## src/rtl/mem_store_forward.sv

```systemverilog
// rtl/mem_store_forward.sv - MEM-stage load-to-store data forwarding with MEM/WB capture register
// Optional macro FWD_COUNT_EN adds a saturating 16-bit forward-event counter (fwd_count).
module mem_store_forward #(
    parameter int DATA_W = 32,
    parameter int REG_W  = 5
) (
    input  logic              clk,
    input  logic              rst,
    input  logic              mem_reg_write,
    input  logic              mem_mem_to_reg,
    input  logic              mem_write,
    input  logic [REG_W-1:0]  mem_rt,
    input  logic [DATA_W-1:0] mem_store_data,
    input  logic [DATA_W-1:0] mem_rd_data,
    output logic [DATA_W-1:0] sel_data,
    output logic              fwd,
`ifdef FWD_COUNT_EN
    output logic [15:0]       fwd_count,
`endif
    output logic              wb_reg_write,
    output logic              wb_mem_to_reg,
    output logic [REG_W-1:0]  wb_write_reg,
    output logic [DATA_W-1:0] wb_rd_data
);

    logic              wb_reg_write_q,  wb_reg_write_d;
    logic              wb_mem_to_reg_q, wb_mem_to_reg_d;
    logic [REG_W-1:0]  wb_write_reg_q,  wb_write_reg_d;
    logic [DATA_W-1:0] wb_rd_data_q,    wb_rd_data_d;

    always_comb begin
        wb_reg_write_d  = mem_reg_write;
        wb_mem_to_reg_d = mem_mem_to_reg;
        wb_write_reg_d  = mem_rt;
        wb_rd_data_d    = mem_rd_data;
        // Only a load one instruction back can supply store data; r0 is hardwired zero.
        fwd = mem_write & wb_reg_write_q & wb_mem_to_reg_q
            & (wb_write_reg_q == mem_rt) & (wb_write_reg_q != '0);
        sel_data = fwd ? wb_rd_data_q : mem_store_data;
    end

    always_ff @(posedge clk or posedge rst) begin
        if (rst) begin
            wb_reg_write_q  <= 1'b0;
            wb_mem_to_reg_q <= 1'b0;
            wb_write_reg_q  <= '0;
            wb_rd_data_q    <= '0;
        end else begin
            wb_reg_write_q  <= wb_reg_write_d;
            wb_mem_to_reg_q <= wb_mem_to_reg_d;
            wb_write_reg_q  <= wb_write_reg_d;
            wb_rd_data_q    <= wb_rd_data_d;
        end
    end

    assign wb_reg_write  = wb_reg_write_q;
    assign wb_mem_to_reg = wb_mem_to_reg_q;
    assign wb_write_reg  = wb_write_reg_q;
    assign wb_rd_data    = wb_rd_data_q;

`ifdef FWD_COUNT_EN
    logic [15:0] fwd_count_q, fwd_count_d;

    always_comb begin
        fwd_count_d = fwd_count_q;
        if (fwd && (fwd_count_q != 16'hFFFF)) begin
            fwd_count_d = fwd_count_q + 16'd1;
        end
    end

    always_ff @(posedge clk or posedge rst) begin
        if (rst) begin
            fwd_count_q <= 16'd0;
        end else begin
            fwd_count_q <= fwd_count_d;
        end
    end

    assign fwd_count = fwd_count_q;
`endif

endmodule

```

## config.mk

```make
export PLATFORM = sky130hd
export DESIGN_NAME = mem_store_forward
export DESIGN_NICKNAME = d
export VERILOG_FILES = /design/src/rtl/mem_store_forward.sv
export SDC_FILE = /design/constraint.sdc
export NUM_CORES = 1
export LEC_CHECK = 0
export BUFFER_PORTS_ARGS = -buffer_cell sky130_fd_sc_hd__buf_2
export CAP_MARGIN = 20
export CORE_ASPECT_RATIO = 0.7
export CORE_MARGIN = 2
export CORE_UTILIZATION = 30
export CTS_CLUSTER_SIZE = 24
export DETAILED_ROUTE_END_ITERATION = 10
export MAX_ROUTING_LAYER = met4
export PLACE_DENSITY = 0.67
export SLEW_MARGIN = 20
export SYNTH_ARGS = -nofsm -noshare
export SYNTH_HDL_FRONTEND = slang
export SYNTH_SLANG_ARGS = --single-unit
```

## constraint.sdc

```tcl
create_clock -name clk -period 3.3 [get_ports clk]
set_input_delay 0.33 -clock clk [delete_from_list [all_inputs] [get_ports clk]]
set_output_delay 0.33 -clock clk [all_outputs]
set_load 0.03 [all_outputs]
```

==> results.toml <==
[status]
run_status = "completed"

[routing]
detail_route.iter0.violations = 25
vias = 1279
totalWireLength_mm = 3.82
post-route-drc-count = 0
route.antenna.remaining_nets = 0
first_pass_iters = 4
post_drt_wl_per_cell_um = 12.3
viasPerCell = 4.13

[die]
die-width_um = 91.2
fp.dieH_um = 65.0
rows = 22
initial_core_utilization_pct = 30.8
top_level_ports = 146
placeableCoreArea_um2 = 5170
floorplan.die_area_um2 = 5930

[power]
p_total_w = 0.00121
max-vdd-ir-drop_v = 0.000221
leakagePower_nw = 1.43
cellPowerDensity_nw_per_um2 = 487

[cells_and_area]
layout.nets = 311
largest_register_ffs = 32
num_antenna_cells = 0
proportion_of_layout_cells_with_a_drive_suffix_above_1_pct = 78.6
fillers = 500
area_growth_pct = 56.0

[critical_path]
critPathArrivalTime_ps = 2510
end_kind = "primary output"
cp_startpoint_kind = "flop"
critPathRequiredTime_ps = 2970
critical_path.max_fanout = 19
worstSetupPathType = "reg2out"

[timing]
grt_setup_unrepaired = "false"
worst-slew-pin-transition_ps = 899
final_period_util_pct = 86.0
fin_tns_setup_ps = 0
finalWorstPathRequiredPeriod_ps = 2840
hold_viol = 0
timing.fmax_mhz = 353
timing_max_transition_violations_final = 0
finalSetupViolations = 0
timing.max_slew.rel_slack_pct = 40.0

[synthesis]
yosys.cell_count.top_type = "sky130_fd_sc_hd__dfrtp_1"
count_of_flip_flops_with_a_built_in_enable_after_synthesis = 0
post_synth_instance_area_um2 = 1600
yosys.area.top_type_share_pct = 61.2
async_reset_ff_share_pct = 100
synth_cells = 87
post_synth_main_area_contributors = "sky130_fd_sc_hd__dfrtp_1 61%, sky130_fd_sc_hd__mux2_4 27%, sky130_fd_sc_hd__buf_12 3.8%"
yosys_most_used_dff = "sky130_fd_sc_hd__dfrtp_1"
yosysWarnings = 0
yosys-top-cells-count = "39 x sky130_fd_sc_hd__dfrtp_1, 29 x sky130_fd_sc_hd__mux2_4, 4 x sky130_fd_sc_hd__xnor2_1"
synth.ff_latch_count = 39
synth.lib_cells_used.distinct = 13
ys_seq_area_share_pct = 61.2
mappedNetlistNets = 161
yosys.area.top_type = "sky130_fd_sc_hd__dfrtp_1"
avgSynthCellArea_um2 = 18.3

[global_route]
wire_length_of_the_first_global_routing_pass_mm = 6.11
grt_start_max_net_pins = 25
groute.usage.overall_pct = 13.5
global_route.overflow_total = 0
vias_in_the_first_global_route = 1322
grt_antenna_before_repair = 0

[worst_hold_path]
hold_depth = 1
min_from = "mem_rd_data[2]"
worst_hold_path.endpoint = "wb_rd_data[2]"
worstHoldPathType = "in2reg"

[clock_network]
cts_tree = "built"
post_cts_resize_count = 0
cts-htree-levels = 2
cts-root-to-sink-buffers = 2
clock_sink_count = 39
cts-buffers-inserted = 5
cts.clk_slew.worst_paths_ps = 80
root_buffer = "sky130_fd_sc_hd__clkbuf_8"
post-cts-setup-buffer-count = 0
hold_bufs_inserted_after_cts = 0

[place]
gp_routability_congestion = 0.749
dp_hpwl_mm = 3.10
io_buffer_count = 145

[run]
timing.max_cap.violations = 0
==> layout by cell type (no fill, tap or decap), types with 2 or more instances in the layout <==
cell                          n
sky130_fd_sc_hd__clkbuf_8     5
sky130_fd_sc_hd__xnor2_1      4
sky130_fd_sc_hd__dfrtp_1     39
sky130_fd_sc_hd__inv_1        2
sky130_fd_sc_hd__bufinv_16    2
sky130_fd_sc_hd__buf_2      145
sky130_fd_sc_hd__buf_4        2
sky130_fd_sc_hd__mux2_2       3
sky130_fd_sc_hd__mux2_4      29
==> worst max path at each step <==
stage	startpoint	endpoint	depth (start not counted)
after global routing	wb_write_reg[0]	sel_data[22]	5
after global placement	wb_write_reg[1]	sel_data[23]	5
after floorplan	wb_write_reg[1]	sel_data[10]	6
after CTS	wb_write_reg[0]	sel_data[30]	5
after detailed placement	wb_write_reg[0]	sel_data[30]	5
final	wb_write_reg[0]	sel_data[30]	5
==> power by group <==
group | total (W) | internal [W] | leakage [nW] | switching [W]
clock network | 0.000464 | 0.000302 | 0.0654 | 0.000161
logic | 0.000233 | 0.0000920 | 0.905 | 0.000141
registers | 0.000515 | 0.000502 | 0.454 | 0.0000132
==> logic make-up after synthesis <==
group / synth area share, %
AOI/OAI and AO/OA: 1.10
buffers and inverters: 4.94
DFF: 61.2
and+or+nand+nor: 1.18
xor gates and xnor gates: 2.20
muxes: 29.4
==> metal layers <==
| layer | routed length (um) | share of wire, % | vias to the layer above | global-route usage (%) |
|---|---|---|---|---|
| li1 | - | - | 597 | - |
| met5 | 0 | 0 | - | - |
| met3 | 306 | 8.0 | 2 | 4.19 |
| met1 | 1500 | 39 | 607 | 14.9 |
| met4 | 27 | 0.71 | 0 | 4.55 |
| met2 | 1990 | 52 | 73 | 23.6 |
==> metrics by stage <==
stage          hold WS, ps  setup slack [ps]  area (um^2)  instances  utilization, %
6_report               147               463         2490        310            48.1
5_1_grt                119               274         2490        310            48.1
4_1_cts                134               430         2490        310            48.1
3_5_place_dp           439               737         2360        302            45.5
3_3_place_gp           437               807         2360        302            45.5
2_1_floorplan          361              1280         1600         87               -
==> worst max-delay path: stages, from the launching register on <==
cell and delay, ps:
sky130_fd_sc_hd__dfrtp_1 410, sky130_fd_sc_hd__o41ai_1 360, sky130_fd_sc_hd__a211o_2 560, sky130_fd_sc_hd__buf_4 380
sky130_fd_sc_hd__mux2_4 330, sky130_fd_sc_hd__buf_2 180
==> layout make-up <==
class | instances | area [um^2] | share of cell area (%)
flip-flops and latches | 39 | 976 | 39.2
repair buffers | 147 | 741 | 29.8
multi-input cells | 42 | 542 | 21.8
well taps | 72 | 90.1 | 3.62
clock buffers | 6 | 72.6 | 2.92
clock inverters | 2 | 60.1 | 2.41
inverters | 2 | 7.51 | 0.302
(Power assumes the default switching activity.)
